$ cat config.mk
export PLATFORM = sky130hd
export DESIGN_NAME = facto_scheduler
export DESIGN_NICKNAME = d
export VERILOG_FILES = /design/src/rtl/facto_sched_pkg.sv /design/src/rtl/facto_scheduler_rr_arbiter.sv /design/src/rtl/facto_scheduler.sv
export SDC_FILE = /design/constraint.sdc
export NUM_CORES = 1
export LEC_CHECK = 0
export CAP_MARGIN = 20
export CORE_AREA = 2 2 159 161
export DETAILED_ROUTE_END_ITERATION = 8
export DIE_AREA = 0 0 161 163
export HOLD_SLACK_MARGIN = 0.12
export PLACE_DENSITY_LB_ADDON = 0.15
export RECOVER_POWER = 100
export SLEW_MARGIN = 20
export SYNTH_ARGS = -nofsm -noshare
export SYNTH_HDL_FRONTEND = slang
export SYNTH_SLANG_ARGS = --single-unit
$ cat constraint.sdc
create_clock -name clk -period 2 [get_ports clk]
set_input_delay 0.4 -clock clk [delete_from_list [all_inputs] [get_ports clk]]
set_output_delay 0.4 -clock clk [all_outputs]
set_load 0.005 [all_outputs]
$ cat src/rtl/facto_sched_pkg.sv
// facto_sched_pkg: FSM encoding, FactoCore register map and watchdog width
// shared by the FactoCore scheduler and its arbiter.
package facto_sched_pkg;

    typedef enum logic [3:0] {
        S_INIT,
        S_INIT0,
        S_IDLE,
        S_WR_OP,
        S_WR_IE,
        S_WR_GO,
        S_WAIT_INT,
        S_RD_H,
        S_RD_L,
        S_CLR1,
        S_CLR0,
        S_DONE
    } state_t;

    localparam logic [15:0] OFF_OPSTART  = 16'h0000;
    localparam logic [15:0] OFF_OPCLEAR  = 16'h0008;
    localparam logic [15:0] OFF_INTREN   = 16'h0018;
    localparam logic [15:0] OFF_OPERAND  = 16'h0020;
    localparam logic [15:0] OFF_RESULT_H = 16'h0028;
    localparam logic [15:0] OFF_RESULT_L = 16'h0030;

    localparam int TMO_W = 32;

    function automatic logic [15:0] reg_addr(
        input logic [15:0] base,
        input logic [15:0] off
    );
        return base + off;
    endfunction

endpackage

$ cat src/rtl/facto_scheduler_rr_arbiter.sv
// rr_arbiter: lowest requesting index at or after the pointer wins;
// returns a one-hot grant plus its binary index.
module rr_arbiter #(
    parameter int NUM_REQ = 2
) (
    input  logic [NUM_REQ-1:0]         i_req,
    input  logic [$clog2(NUM_REQ)-1:0] i_ptr,
    output logic [NUM_REQ-1:0]         o_gnt,
    output logic [$clog2(NUM_REQ)-1:0] o_idx,
    output logic                       o_any
);

    localparam int IW  = $clog2(NUM_REQ);
    localparam int IW1 = IW + 1;

    logic [IW:0] w_sum;

    always_comb begin
        o_gnt = '0;
        o_idx = '0;
        o_any = 1'b0;
        w_sum = '0;
        for (int k = 0; k < NUM_REQ; k++) begin
            // pointer + k wraps at most once since both are below NUM_REQ
            w_sum = {1'b0, i_ptr} + IW1'(k);
            if (w_sum >= IW1'(NUM_REQ)) begin
                w_sum = w_sum - IW1'(NUM_REQ);
            end
            if (!o_any && i_req[w_sum[IW-1:0]]) begin
                o_any                = 1'b1;
                o_gnt[w_sum[IW-1:0]] = 1'b1;
                o_idx                = w_sum[IW-1:0];
            end
        end
    end

endmodule

$ cat src/rtl/facto_scheduler.sv
// facto_scheduler: round-robin bus master time-sharing one FactoCore engine.
// Optional WAIT_INT watchdog enabled by defining FACTO_SCHED_TIMEOUT_EN.
import facto_sched_pkg::*;

module facto_scheduler #(
    parameter int          NUM_REQ        = 2,
    parameter logic [15:0] BASE_ADDR      = 16'h7000,
    parameter int          TIMEOUT_CYCLES = 4096
) (
    input  logic                       clk,
    input  logic                       reset,
    input  logic [NUM_REQ-1:0]         req_valid,
    input  logic [64*NUM_REQ-1:0]      req_operand,
    output logic [NUM_REQ-1:0]         req_ack,
    output logic                       resp_valid,
    output logic [$clog2(NUM_REQ)-1:0] resp_id,
    output logic [127:0]               resp_result,
    output logic                       resp_err,
    output logic                       busy,
    output logic                       m_sel,
    output logic                       m_wr,
    output logic [15:0]                m_addr,
    output logic [63:0]                m_dout,
    input  logic [63:0]                m_din,
    input  logic                       interrupt
);

    localparam int IW = $clog2(NUM_REQ);

    if (NUM_REQ < 2) begin : g_bad_num_req
        $error("facto_scheduler: NUM_REQ must be at least 2");
    end
    if (TIMEOUT_CYCLES < 1) begin : g_bad_timeout
        $error("facto_scheduler: TIMEOUT_CYCLES must be positive");
    end

    state_t             r_state;
    state_t             w_next;
    logic [IW-1:0]      r_ptr;
    logic [IW-1:0]      r_id;
    logic [IW-1:0]      w_idx;
    logic [IW-1:0]      w_ptr_nx;
    logic [NUM_REQ-1:0] r_ack;
    logic [NUM_REQ-1:0] w_gnt;
    logic               w_any;
    logic [63:0]        r_op;
    logic [63:0]        w_op;
    logic [127:0]       r_res;
    logic               r_int;
    logic               r_err;
    logic               w_tmo_hit;
    logic               w_run;
    logic               w_sel;
    logic               w_wr;
    logic [15:0]        w_addr;
    logic [63:0]        w_dout;

    rr_arbiter #(
        .NUM_REQ(NUM_REQ)
    ) u_arb (
        .i_req (req_valid),
        .i_ptr (r_ptr),
        .o_gnt (w_gnt),
        .o_idx (w_idx),
        .o_any (w_any)
    );

    always_comb begin
        w_op = '0;
        for (int i = 0; i < NUM_REQ; i++) begin
            if (w_gnt[i]) begin
                w_op = req_operand[64*i +: 64];
            end
        end
    end

    assign w_ptr_nx = (w_idx == IW'(NUM_REQ - 1)) ? '0 : w_idx + IW'(1);

    always_ff @(posedge clk) begin
        if (reset) begin
            r_state <= S_INIT;
            r_ptr   <= '0;
            r_id    <= '0;
            r_op    <= '0;
            r_res   <= '0;
            r_ack   <= '0;
            r_int   <= 1'b0;
            r_err   <= 1'b0;
        end else begin
            r_state <= w_next;
            r_ack   <= '0;
            r_int   <= interrupt;
            if (r_state == S_IDLE && w_any) begin
                r_ack <= w_gnt;
                r_id  <= w_idx;
                r_op  <= w_op;
                r_ptr <= w_ptr_nx;
                r_err <= 1'b0;
            end
            if (w_tmo_hit) begin
                r_err <= 1'b1;
                r_res <= '0;
            end
            if (r_state == S_RD_L) begin
                r_res[127:64] <= m_din;
            end
            // an aborted job keeps its zeroed result
            if (r_state == S_CLR1) begin
                r_res[63:0] <= r_err ? 64'd0 : m_din;
            end
        end
    end

`ifdef FACTO_SCHED_TIMEOUT_EN
    logic [TMO_W-1:0] r_tmo;

    always_ff @(posedge clk) begin
        if (reset) begin
            r_tmo <= '0;
        end else if (r_state == S_WAIT_INT) begin
            r_tmo <= r_tmo + TMO_W'(1);
        end else begin
            r_tmo <= '0;
        end
    end

    assign w_tmo_hit = (r_state == S_WAIT_INT) && !r_int &&
                       (r_tmo == TMO_W'(TIMEOUT_CYCLES - 1));
    assign resp_err  = r_err;
`else
    assign w_tmo_hit = 1'b0;
    assign resp_err  = 1'b0;
`endif

    always_comb begin
        w_next = r_state;
        w_sel  = 1'b0;
        w_wr   = 1'b0;
        w_addr = '0;
        w_dout = '0;
        unique case (r_state)
            S_INIT: begin
                w_sel  = 1'b1;
                w_wr   = 1'b1;
                w_addr = reg_addr(BASE_ADDR, OFF_OPCLEAR);
                w_dout = 64'd1;
                w_next = S_INIT0;
            end
            S_INIT0: begin
                w_sel  = 1'b1;
                w_wr   = 1'b1;
                w_addr = reg_addr(BASE_ADDR, OFF_OPCLEAR);
                w_next = S_IDLE;
            end
            S_IDLE: begin
                if (w_any) begin
                    w_next = S_WR_OP;
                end
            end
            S_WR_OP: begin
                w_sel  = 1'b1;
                w_wr   = 1'b1;
                w_addr = reg_addr(BASE_ADDR, OFF_OPERAND);
                w_dout = r_op;
                w_next = S_WR_IE;
            end
            S_WR_IE: begin
                w_sel  = 1'b1;
                w_wr   = 1'b1;
                w_addr = reg_addr(BASE_ADDR, OFF_INTREN);
                w_dout = 64'd1;
                w_next = S_WR_GO;
            end
            S_WR_GO: begin
                w_sel  = 1'b1;
                w_wr   = 1'b1;
                w_addr = reg_addr(BASE_ADDR, OFF_OPSTART);
                w_dout = 64'd1;
                w_next = S_WAIT_INT;
            end
            S_WAIT_INT: begin
                if (r_int) begin
                    w_next = S_RD_H;
                end else if (w_tmo_hit) begin
                    w_next = S_CLR1;
                end
            end
            S_RD_H: begin
                w_sel  = 1'b1;
                w_addr = reg_addr(BASE_ADDR, OFF_RESULT_H);
                w_next = S_RD_L;
            end
            S_RD_L: begin
                w_sel  = 1'b1;
                w_addr = reg_addr(BASE_ADDR, OFF_RESULT_L);
                w_next = S_CLR1;
            end
            S_CLR1: begin
                w_sel  = 1'b1;
                w_wr   = 1'b1;
                w_addr = reg_addr(BASE_ADDR, OFF_OPCLEAR);
                w_dout = 64'd1;
                w_next = S_CLR0;
            end
            S_CLR0: begin
                w_sel  = 1'b1;
                w_wr   = 1'b1;
                w_addr = reg_addr(BASE_ADDR, OFF_OPCLEAR);
                w_next = S_DONE;
            end
            S_DONE: begin
                w_next = S_IDLE;
            end
            default: begin
                w_next = S_INIT;
            end
        endcase
    end

    // while reset is held every output stays low, INIT included
    assign w_run       = ~reset;
    assign m_sel       = w_run & w_sel;
    assign m_wr        = w_run & w_wr;
    assign m_addr      = w_run ? w_addr : 16'd0;
    assign m_dout      = w_run ? w_dout : 64'd0;
    assign busy        = w_run & (r_state != S_IDLE);
    assign req_ack     = r_ack;
    assign resp_valid  = w_run & (r_state == S_DONE);
    assign resp_id     = r_id;
    assign resp_result = r_res;

endmodule
# Word level (Yosys, flattened, before mapping)
# Cells that the tools add are included.
word_totals:
  ff_bits: 201
  in_bits: 197
  output_inout_bits: 216
  word_cells: 80
op_classes:
  add_sub_neg: 4
  magnitude_cmp: 6
  eq_ne: 14
  n_mux: 28
  bitwise_logic: 7
  reduce_logical: 13
ops:
  columns: ["operator", "n"]
  rows:
  - ["$mux 64", 3]
  - ["$pmux 64 s2", 1]
  - ["$pmux 15 s6", 1]
  - ["$pmux 4 s11", 1]
  - ["$eq 4x3->1 const B", 4]
  - ["$eq 4x4->1 const B", 4]
  - ["$mux 16", 1]
  - ["$mux 1", 15]
  - ["$reduce_or 9->1", 1]
  - ["$eq 4x2->1 const B", 2]
  - ["$mux 4", 2]
  - ["$reduce_or 4->1", 2]
  - ["$reduce_or 7->1", 1]
  - ["$and 1x1->1", 4]
  - ["$eq 4x1->1 const B", 1]
  - ["$logic_and 1x1->1", 4]
  - ["$logic_not 4->1", 1]
  - ["$lt 1x2->1 const B", 2]
  - ["$mux 2", 2]
  - ["$ne 2x2->1 const B", 2]
  - ["$ne 4x2->1 const B", 1]
  - ["$reduce_or 2->1", 2]
  - ["$add 1x1->2 const B", 1]
  - ["$demux 1 s1", 2]
  - ["9 further kinds", 12]

# Longest topological paths before layout
logic_depth:
  depth_word: 11
  mapped_depth: 7
  ltp_nobuf: 4

# Modules after synthesis
# Synthesis repeated with hierarchy kept, for this count alone.
unflattened:
  cells_unflattened: 933
  area_unflattened_um2: 7952.6
modules_own_cells:
  columns: ["mod", "instances", "cells_per_inst", "area_each_um2", "seq_area_each_um2"]
  rows:
  - ["facto_scheduler", 1, 928, 7920.1, 4023.9]
  - ["rr_arbiter", 1, 5, 32.5, 0.0]

# Worst setup path before layout
# No wires, ideal clock.
synth_path:
  path_type: "reg-to-output"
  start: "register r_state[2]"
  end: "output port m_dout[0]"
  arrival_ps: 1461
  t_required_ps: 1600
  slack_ps: 139
  stages_incl_launch_ff: 8
  path_buffers: 3
  cell_sequence: "dfxtp_1 buf_1 nand2b_1 nor2_1 buf_2 buf_1 a21oi_1 nor2_1"
synth_between:
  elab_chain_len: 4
  elab_cells_between_ends: 8
  cone_classes: "eq/ne (4); mux (2); reduce/logical (2)"
synth_lines:
  columns: ["item", "line_no", "source"]
  rows:
  - ["start, declared", "facto_scheduler.sv:37", "state_t r_state;"]
  - ["start signal, assigned", "facto_scheduler.sv:90", "r_state <= w_next;"]
  - ["$eq 4x4->1 (tied with other cells)", "facto_scheduler.sv:141", "unique case (r_state)"]
  - ["$reduce_or 4->1 (no source line)", null, null]
  - ["$pmux 64 s2 *", "facto_scheduler.sv:141", null]
  - ["$mux 64 *", "facto_scheduler.sv:225", "assign m_dout = w_run ? w_dout : 64'd0;"]
  - ["end, declared", "facto_scheduler.sv:23", "output logic [63:0] m_dout,"]
# Every way passes the cells marked *; elsewhere a longest branch is shown, timed or not.

# Final worst setup path
layout_path:
  start: "register r_state[1]"
  end: "output port m_dout[29]"
# The elaborated chain is that of the path after synthesis.

==> impl_metrics.yaml <==
worst_setup_path:
  critPathMaxStageDelay_ns: 0.36
  cp_data_required_time_ns: 1.60
  path_cells: "nand2_4 -> nor4_4 -> buf_6 -> buf_6 -> clkbuf_16 -> and2_4 -> clkbuf_2"
  crit_path_start_kind: "flip-flop"
  crit_type: "flip-flop to primary output"
  reg2reg_from: "r_state[2]"
  cpMaxStageDelayCell: "dfxtp_4"
  timing.rr.end: "r_op[4]"
  r2r_cells: 9
  critPathTopFamily: "buffers and inverters"
  regToRegSetupSlack_ns: -0.08
  crit_top_cell: "buf_6"
  cp_max_fo: 8
  endpoint_kind: "primary output"
  cp_num_buf_inv: 4
  arrival_ns: 2.01
job:
  max_cap_violations: 0
sta:
  drv_slew: 0
  worst_pin_slew_ns: 0.910
  rsz0062_at_grt: "true"
  finClkSkew_ns: 0.0133
  worst_slack_ns: -0.406
  min_period_over_period_pct: 120
  setup_viol: 136
  finalHoldViolations: 0
  min_period_ns: 2.41
  clock.fmax_mhz: 416
  slew_headroom_pct: 39.3
detailed_routing:
  dr.pass1.iters: 5
  via_count: 9174
  ant_nets: 0
  route.detailed.drc: 0
  drt_wl_total_um: 34900
  wire_per_inst_um: 18.9
  via_per_inst: 4.96
  drtIter0Drc: 642
die:
  core_area_um2: 24700
  die_w_um: 161
  ios: 413
  start_util_pct: 32.7
  core.rowCount: 58
  die_h_um: 163
  dieArea_um2: 26200
finish:
  fin_cells: 1851
  nets: 1698
  final_area_um2: 15600
  areaGrowthSynthToFinish_pct: 93.9
  drive_above_1_share_pct: 30.3
global_routing:
  grt_pass1_vias: 8453
  antenna_found_initial: 2
  grt_util_all_layers_pct: 22.9
  grt_max_degree: 85
  grt_pass1_wl_um: 47900
  gr-total-overflow: 0
clock_network:
  clock_sink_count: 201
  clk_pin_slew_ns: 0.06
  cts_tree: "done"
  hold_buffers: 0
  clockBufferDepth: 3
  cts_root_buf: "clkbuf_16"
  cts_max_level: 1
  clkLatencyLatePin_ns: 0.52
  numCtsBuffers: 24
yosys:
  synth-edff-count: 0
  yosysWarnings: 0
  yosys.area.top_type: "dfxtp_1"
  syn_inst: 1066
  seq_area_frac_synth_pct: 49.9
  synth.ff_latch_count: 201
  synth_top_area_share_pct: 49.9
  ys.flop_type: "dfxtp_1"
  ys_async_sr_fraction_pct: 0
  netlist_area_um2: 8060
  ys_types: 30
  synth_area_leaders: "dfxtp_1, nand2_1, nand3_1"
  synth_area_per_cell_um2: 7.56
place:
  place_area_um2: 12600
  hpwl_um: 20800
  gp_congestion: 0.863
  dp_cells: 1750
  portBuffers: 401
worst_hold_path:
  holdCritPathClass: "input port to flip-flop"
  hold_end: "r_state[3]"
  hp-start: "reset"
  holdPathStages: 3
pwr:
  peakVddDrop_mv: 0.626
  p_leak_uw: 0.00652
  powerDensity_nw_per_um2: 649
run_status:
  outcome: "finished, violations left"
  violations: "negative setup slack"
cells in the final DEF (no fill, tap or decap), drive strengths merged, types with 2 or more instances in the layout:
cell type	n
a21oi	136
and2	64
and3	2
buf	146
bufinv	4
clkbuf	59
clkdlybuf4s50	326
clkinv	6
conb	11
dfxtp	201
diode	2
inv	2
nand2	327
nand2b	5
nand3	193
nor2	13
nor2b	3
nor3	3
nor4b	2
o21ai	3
xor2	2
cell usage after synthesis (4+ instances only):
library cell	count
a21oi_1	136
and2_1	64
buf_1	13
buf_2	20
buf_4	14
buf_6	4
clkbuf_1	49
dfxtp_1	201
nand2_1	327
nand2b_1	5
nand3_1	193
nor2_1	12
kinds of logic after synthesis:
kind of cell	share of synthesized area, %
buffers and inverters	6.08
and+or+nand+nor	34.6
muxes	0.124
DFF	49.9
other	0.0465
xor gates and xnor gates	0.217
AOI/OAI and AO/OA	9.05
tightest hold or removal path, cell delays in order:
cell and delay (ns):
buf_4 0.11, buf_4 0.26, a21oi_1 0.06
flip-flops by register name (all words and copies together), names as in the netlist:
| register | count |
|---|---|
| r_op | 64 |
| resp_id | 1 |
| r_ptr | 1 |
| req_ack | 2 |
| r_int | 1 |
| r_state | 4 |
| resp_result | 128 |
power breakdown:
part           internal, µW  switching (µW)
clock network          2940            1770
registers              4080            58.1
logic                   725             571
stage by stage:
step                      hold WS, ns  setup WS (ns)  TNS, ns  utilization [%]  power (µW)
after floorplan                 0.451          0.139        0                -        4500
after global placement          0.441        -0.0966    -6.88             51.0        5130
after detailed placement        0.446         -0.164   -12.74             51.0        5130
after CTS                       0.338         -0.580   -22.53             55.9        9920
after global routing            0.371         -0.441   -31.01             63.4       10500
final                           0.360         -0.406   -24.68             63.4       10100
cell type report:
class | instances | area (µm²)
fill | 2093 | 9030
timing repair buffer | 499 | 5410
multi-input combinational | 773 | 4900
sequential | 201 | 4040
clock buffer | 33 | 694
tap | 330 | 413
clock inverter | 11 | 169
inverter | 2 | 7.51
antenna | 2 | 5.00
timing repair:
item	4_1_cts	5_1_grt
setup endpoints to repair	140	238
pin swaps	11	187
buffers inserted	19	20
gates resized for setup	222	458
gates cloned	4	18
layer usage:
metal | wire, µm | part of all wire [%] | vias to the layer above | track usage (%)
li1 | - | - | 4364 | -
met1 | 13800 | 40 | 4373 | 27.4
met2 | 17200 | 49 | 359 | 40.1
met3 | 2540 | 7.3 | 78 | 6.04
met4 | 1280 | 3.7 | 0 | 7.67
met5 | 0 | 0 | - | 0
how the worst max path moves through the flow:
stage | start | to | slack (ns) | cells after the start
after floorplan | r_state[2] | m_dout[0] | 0.14 | 7
after global placement | reset | m_dout[7] | -0.1 | 5
after detailed placement | reset | m_dout[22] | -0.16 | 5
after CTS | r_state[2] | m_dout[50] | -0.58 | 5
after global routing | r_state[1] | m_dout[29] | -0.44 | 7
final | r_state[1] | m_dout[29] | -0.41 | 7
Power figures use the tool's default switching activity.
